$ cat src/rtl/downsample_pkg.sv
`default_nettype none
// ============================================================================
// Module      : downsample_pkg
// Description : Shared types, constants and helpers for the receive-side
//               downsampler (pick / integrate-and-dump decimator).
// Revision    : 1.0 - initial release
// ============================================================================
package downsample_pkg;

  // Pending timing-recovery request held by the window controller.
  typedef enum logic [1:0] {
    REQ_NONE = 2'b00,
    REQ_ADV  = 2'b01,
    REQ_RET  = 2'b10
  } req_e;

  // Ceiling log2, usable in constant expressions; clog2(1) = 0.
  function automatic int clog2(input int value);
    int res;
    res = 0;
    for (int i = 0; i < 31; i++) begin
      if ((1 << i) < value) res = i + 1;
    end
    return res;
  endfunction

  // Decimation factor from the two sample rates.
  function automatic int calc_n(input int in_rate, input int out_rate);
    return in_rate / out_rate;
  endfunction

  // Accumulator width: room for N+1 full-scale samples (a retarded window).
  function automatic int calc_acc_width(input int symbol_width, input int n);
    return symbol_width + clog2(n + 1);
  endfunction

  // Values for the default configuration (6 MHz in, 3 MHz out, 16-bit).
  localparam int C_DEF_N         = calc_n(6_000_000, 3_000_000);
  localparam int C_DEF_ACC_WIDTH = calc_acc_width(16, C_DEF_N);

endpackage : downsample_pkg
`default_nettype wire

$ cat src/rtl/downsample_window_ctrl.sv
`default_nettype none
// ============================================================================
// Module      : downsample_window_ctrl
// Description : Decimation window counter with +/-1 sample phase slip.
//               Produces the end-of-window dump strobe and tracks a single
//               pending advance/retard request.
// Revision    : 1.0 - initial release
// ============================================================================
module downsample_window_ctrl
  import downsample_pkg::*;
#(
  parameter int N = 2
) (
  input  logic clk,
  input  logic rst,          // asynchronous, active low
  input  logic en,
  input  logic new_sample,
  input  logic phase_adv,
  input  logic phase_ret,
  output logic dump,
  output logic adj_pending
);

  // Counter must reach N (last index of an N+1 window) and hold length N+1.
  localparam int CW = clog2(N + 2);
  localparam logic [CW-1:0] C_LEN_NOM = CW'(N);
  localparam logic [CW-1:0] C_LEN_ADV = CW'(N - 1);
  localparam logic [CW-1:0] C_LEN_RET = CW'(N + 1);

  logic [CW-1:0] r_cnt;
  logic [CW-1:0] r_len;
  req_e          r_pend;

  logic [CW-1:0] w_cnt_nxt;
  logic [CW-1:0] w_len_nxt;
  req_e          w_pend_nxt;
  req_e          w_new_req;
  req_e          w_req_eff;
  logic          w_accept;
  logic          w_last;

  assign w_accept    = en & new_sample;
  assign w_last      = (r_cnt == (r_len - 1'b1));
  assign dump        = w_accept & w_last;
  assign adj_pending = (r_pend != REQ_NONE);

  // Decode this cycle's request; simultaneous advance+retard cancels out.
  always_comb begin
    w_new_req = REQ_NONE;
    if (en && phase_adv && !phase_ret) w_new_req = REQ_ADV;
    if (en && phase_ret && !phase_adv) w_new_req = REQ_RET;
  end

  // A held request wins; otherwise a fresh request can apply at a same-cycle dump.
  assign w_req_eff = (r_pend != REQ_NONE) ? r_pend : w_new_req;

  // Next-state: count accepted samples, reload length and consume request at dump.
  always_comb begin
    w_cnt_nxt  = r_cnt;
    w_len_nxt  = r_len;
    w_pend_nxt = r_pend;
    if (r_pend == REQ_NONE) w_pend_nxt = w_new_req;
    if (w_accept) begin
      if (w_last) begin
        w_cnt_nxt = '0;
        case (w_req_eff)
          REQ_ADV: begin
            w_len_nxt  = C_LEN_ADV;
            w_pend_nxt = REQ_NONE;
          end
          REQ_RET: begin
            w_len_nxt  = C_LEN_RET;
            w_pend_nxt = REQ_NONE;
          end
          default: w_len_nxt = C_LEN_NOM;
        endcase
      end else begin
        w_cnt_nxt = r_cnt + 1'b1;
      end
    end
  end

  // State registers; everything naturally holds while en is low.
  always_ff @(posedge clk or negedge rst) begin
    if (!rst) begin
      r_cnt  <= '0;
      r_len  <= C_LEN_NOM;
      r_pend <= REQ_NONE;
    end else begin
      r_cnt  <= w_cnt_nxt;
      r_len  <= w_len_nxt;
      r_pend <= w_pend_nxt;
    end
  end

endmodule : downsample_window_ctrl
`default_nettype wire

$ cat src/rtl/downsample.sv
`default_nettype none
// ============================================================================
// Module      : downsample
// Description : Receive-side decimator by N = IN_RATE/OUT_RATE. Outputs the
//               last sample (pick) or the sum (integrate-and-dump) of each
//               window; window boundaries slip via phase_adv/phase_ret.
// Revision    : 1.0 - initial release
// ============================================================================
module downsample
  import downsample_pkg::*;
#(
  parameter  int IN_RATE      = 6_000_000,
  parameter  int OUT_RATE     = 3_000_000,
  parameter  int SYMBOL_WIDTH = 16,
  parameter  int INTEGRATE    = 0,
  localparam int N            = calc_n(IN_RATE, OUT_RATE),
  localparam int ACC_WIDTH    = calc_acc_width(SYMBOL_WIDTH, N)
) (
  input  logic                           clk,
  input  logic                           rst,          // asynchronous, active low
  input  logic                           en,
  input  logic                           new_sample,
  input  logic signed [SYMBOL_WIDTH-1:0] i_sample,
  input  logic                           phase_adv,
  input  logic                           phase_ret,
  output logic signed [ACC_WIDTH-1:0]    o_sample,
  output logic                           o_valid,
  output logic                           o_adj_pending
);

  logic                        w_dump;
  logic                        w_accept;
  logic signed [ACC_WIDTH-1:0] w_ext;
  logic signed [ACC_WIDTH-1:0] w_dump_val;

  assign w_accept = en & new_sample;
  assign w_ext    = ACC_WIDTH'(i_sample);

  downsample_window_ctrl #(
    .N (N)
  ) u_window_ctrl (
    .clk         (clk),
    .rst         (rst),
    .en          (en),
    .new_sample  (new_sample),
    .phase_adv   (phase_adv),
    .phase_ret   (phase_ret),
    .dump        (w_dump),
    .adj_pending (o_adj_pending)
  );

  generate
    if (INTEGRATE != 0) begin : g_integrate
      logic signed [ACC_WIDTH-1:0] r_acc;

      // Running window sum; cleared when the window is dumped.
      always_ff @(posedge clk or negedge rst) begin
        if (!rst) begin
          r_acc <= '0;
        end else if (w_dump) begin
          r_acc <= '0;
        end else if (w_accept) begin
          r_acc <= r_acc + w_ext;
        end
      end

      assign w_dump_val = r_acc + w_ext;
    end else begin : g_pick
      assign w_dump_val = w_ext;
    end
  endgenerate

  // Output register: load at dump, hold otherwise; o_valid is a one-cycle strobe.
  always_ff @(posedge clk or negedge rst) begin
    if (!rst) begin
      o_sample <= '0;
      o_valid  <= 1'b0;
    end else begin
      o_valid <= w_dump;
      if (w_dump) o_sample <= w_dump_val;
    end
  end

endmodule : downsample
`default_nettype wire

$ cat config.mk
export PLATFORM = sky130hd
export DESIGN_NAME = downsample
export DESIGN_NICKNAME = d
export VERILOG_FILES = /design/src/rtl/downsample_pkg.sv /design/src/rtl/downsample_window_ctrl.sv /design/src/rtl/downsample.sv
export SDC_FILE = /design/constraint.sdc
export NUM_CORES = 1
export LEC_CHECK = 0
export BUFFER_PORTS_ARGS = -buffer_cell sky130_fd_sc_hd__buf_2
export CAP_MARGIN = 20
export CORE_ASPECT_RATIO = 0.8
export CORE_UTILIZATION = 45
export CTS_CLUSTER_SIZE = 8
export DETAILED_ROUTE_END_ITERATION = 8
export PLACE_DENSITY = 0.84
export SLEW_MARGIN = 20
export SYNTH_ARGS = -nofsm -noshare
export SYNTH_HDL_FRONTEND = slang
export SYNTH_SLANG_ARGS = --single-unit
$ cat constraint.sdc
create_clock -name clk -period 2.1 [get_ports clk]
set_input_delay 0.105 -clock clk [delete_from_list [all_inputs] [get_ports clk]]
set_output_delay 0.105 -clock clk [all_outputs]
set_load 0.01 [all_outputs]
==> results.toml <==
[placement]
dp.cells = 129
place.gp.congestion = 0.689
port_buffers = 41
hpwlAfterDp_mm = 1.33

[global_routing]
grt_remaining_overflow = 0
grt_pass1_vias = 603
grt_usage_pct = 17.2
grt_antenna_before_repair = 0
grt_pass1_wl_mm = 2.72
grt_max_degree = 24

[route]
wl_per_cell_um = 12.9
remaining_drc_errors = 0
wl_mm = 1.74
via_per_inst = 4.91
route.vias.total = 663
drtIter0Drc = 4
antenna_left = 0
drt-pass1-iter-count = 4

[clock_tree]
cts_resized = 0
clkSlewWorstSetupHoldPaths_ps = 110
cts_made_buffers = 3
cts-htree-levels = 1
worst_skew_pair.late_latency_ps = 300
cts_tree = "done"
cts_sinks = 23
cts_root_buf = "clkbuf_4"
clock_path_buffers = 2

[yosys]
yosysWarnings = 0
synth_fp_nets = 89
synth.avg_cell_area_sq_um = 14.5
syn_inst = 66
yosys.area.top_type = "dfrtp_1"
syn-cell-area_sq_um = 957
netlist.area_leader.share_pct = 57.5
seq_area_frac_synth_pct = 60.3
synthTopCellsByArea = "dfrtp_1, mux2_2, dfstp_2"
synth_seq_cells = 23
ys_types = 20

[finish]
final_cell_mix = "buf_2, dfrtp_1, mux2_2, nor2_1, clkbuf_4"
drive_above_1_share_pct = 60.4
fin_nets = 135
antenna_cells = 0
fin_cells = 135
areaGrowthSynthToFinish_pct = 27.2
layout_commonest_cell = "buf_2"

[setup_path]
regToRegStartpoint = "u_window_ctrl.r_len[1]"
crit_path_start_kind = "flip-flop"
critPathKind = "flip-flop to flip-flop"
rr_worst_depth = 4
r2r_slack_ps = 450
crit_fanout = 11
required_ps = 2300
crit_end = "o_sample[4]"
reg2reg_to = "o_sample[4]"
cp-startpoint = "u_window_ctrl.r_len[1]"
cp.arrival_ps = 1850
cp-end-kind = "flip-flop"

[timing]
finalCriticalPeriod_ps = 1650
setup_viol = 0
timing.slew.headroom_pct = 67.1
worst_pin_slew_ps = 494
finalCritPeriodShare_pct = 78.7
fmax_mhz = 605
clock_skew_ps = 1.20
setup_tns_ps = 0
slew_viol_final = 0
rsz0062_at_grt = "no"
finalHoldViolCount = 0

[power_and_ir_drop]
cellLeakagePower_nw = 0.606
totalPowerFinal_w = 0.00174
ir_worst_vdd_uv = 799
p_per_area_mw_per_mm2 = 1430

[floorplanning]
start_util_pct = 49.2
ios = 42
placementRows = 14
coreArea_sq_mm = 0.00194
die_h_um = 43.3
die_area_sq_mm = 0.00232
die-width_um = 53.6

[min_path]
hp-class = "input port to flip-flop"

[status]
status = "completed"

[run]
cap_violations = 0
==> cell usage after synthesis, drive strengths merged <==
cell    count
dfstp       1
nor2        3
nand2       2
mux2       16
a31oi       1
mux2i       3
or2         2
nand3       1
xor2        2
a21oi       1
xnor2       1
a21boi      1
ha          1
nand4b      2
dfrtp      22
inv         2
buf         4
nor4bb      1
==> kinds of logic (layout without fill, tap and decap cells) <==
logic type	after synthesis	count (layout)	synth area share (%)
DFF	23	23	60.3
muxes	19	19	22.4
and+or+nand+nor	11	11	6.67
buffers and inverters	6	51	4.71
AOI/OAI and AO/OA	3	3	1.96
xor gates and xnor gates	3	3	2.75
adders and majority gates	1	1	1.31
==> worst max-delay path, stage by stage, from the launching register on <==
cell	delay, ps
dfstp_2	560
xnor2_1	150
mux2i_2	260
buf_4	220
mux2_2	360
==> power by group <==
part / switching (W) / internal [W] / total (W)
clock: 0.000121 / 0.0000711 / 0.000192
combinational: 0.000338 / 0.000408 / 0.000746
sequential: 0.000132 / 0.000671 / 0.000803
total: 0.000591 / 0.00115 / 0.00174
==> cell type report <==
| type | count | area, sq um |
|---|---|---|
| fill | 163 | 727 |
| sequential | 23 | 577 |
| multi-input combinational | 37 | 335 |
| timing repair buffer | 45 | 240 |
| tap | 24 | 30.0 |
| clock buffer | 3 | 22.5 |
| inverter | 2 | 7.51 |
| clock inverter | 1 | 5.00 |
==> what timing repair did <==
item / CTS / global route
endpoints found under the hold margin: 22 / 1
setup buffers: 0 / 0
hold buffers: 1 / 1
==> flip-flops by register name, indices dropped and copies added, names as in the netlist <==
signal,flops
o_sample,16
o_valid,1
u_window_ctrl.r_cnt,2
u_window_ctrl.r_len,2
u_window_ctrl.r_pend,2
==> worst min path at each step <==
stage | start | to | slack, ps | depth (start not counted)
after global placement | rst | o_sample[4] | 90 | 1
after floorplan | rst | o_sample[0] | -190 | 0
after detailed placement | rst | o_sample[10] | 100 | 1
after CTS | i_sample[8] | o_sample[8] | 10 | 2
final | i_sample[2] | o_sample[2] | 20 | 2
after global routing | i_sample[6] | o_sample[6] | 6 | 2
==> per-layer routing <==
| layer | share of wire (%) | GRT usage (%) |
|---|---|---|
| met4 | 1.1 | 6.32 |
| met5 | 0 | 0 |
| met1 | 37 | 20.1 |
| met3 | 4.0 | 4.30 |
| met2 | 58 | 29.8 |
==> stage by stage <==
step / cell area (sq um) / setup slack (ps) / hold WS, ps / utilization [%]
floorplan: 957 / 435 / -191 / -
global placement: 1170 / 513 / 86.3 / 60.2
detailed placement: 1170 / 457 / 95.3 / 60.2
CTS: 1210 / 431 / 11.4 / 62.1
global route: 1220 / 376 / 6.31 / 62.6
finish: 1220 / 448 / 22.7 / 62.6
Note: power is estimated with default switching activity, not from simulation.
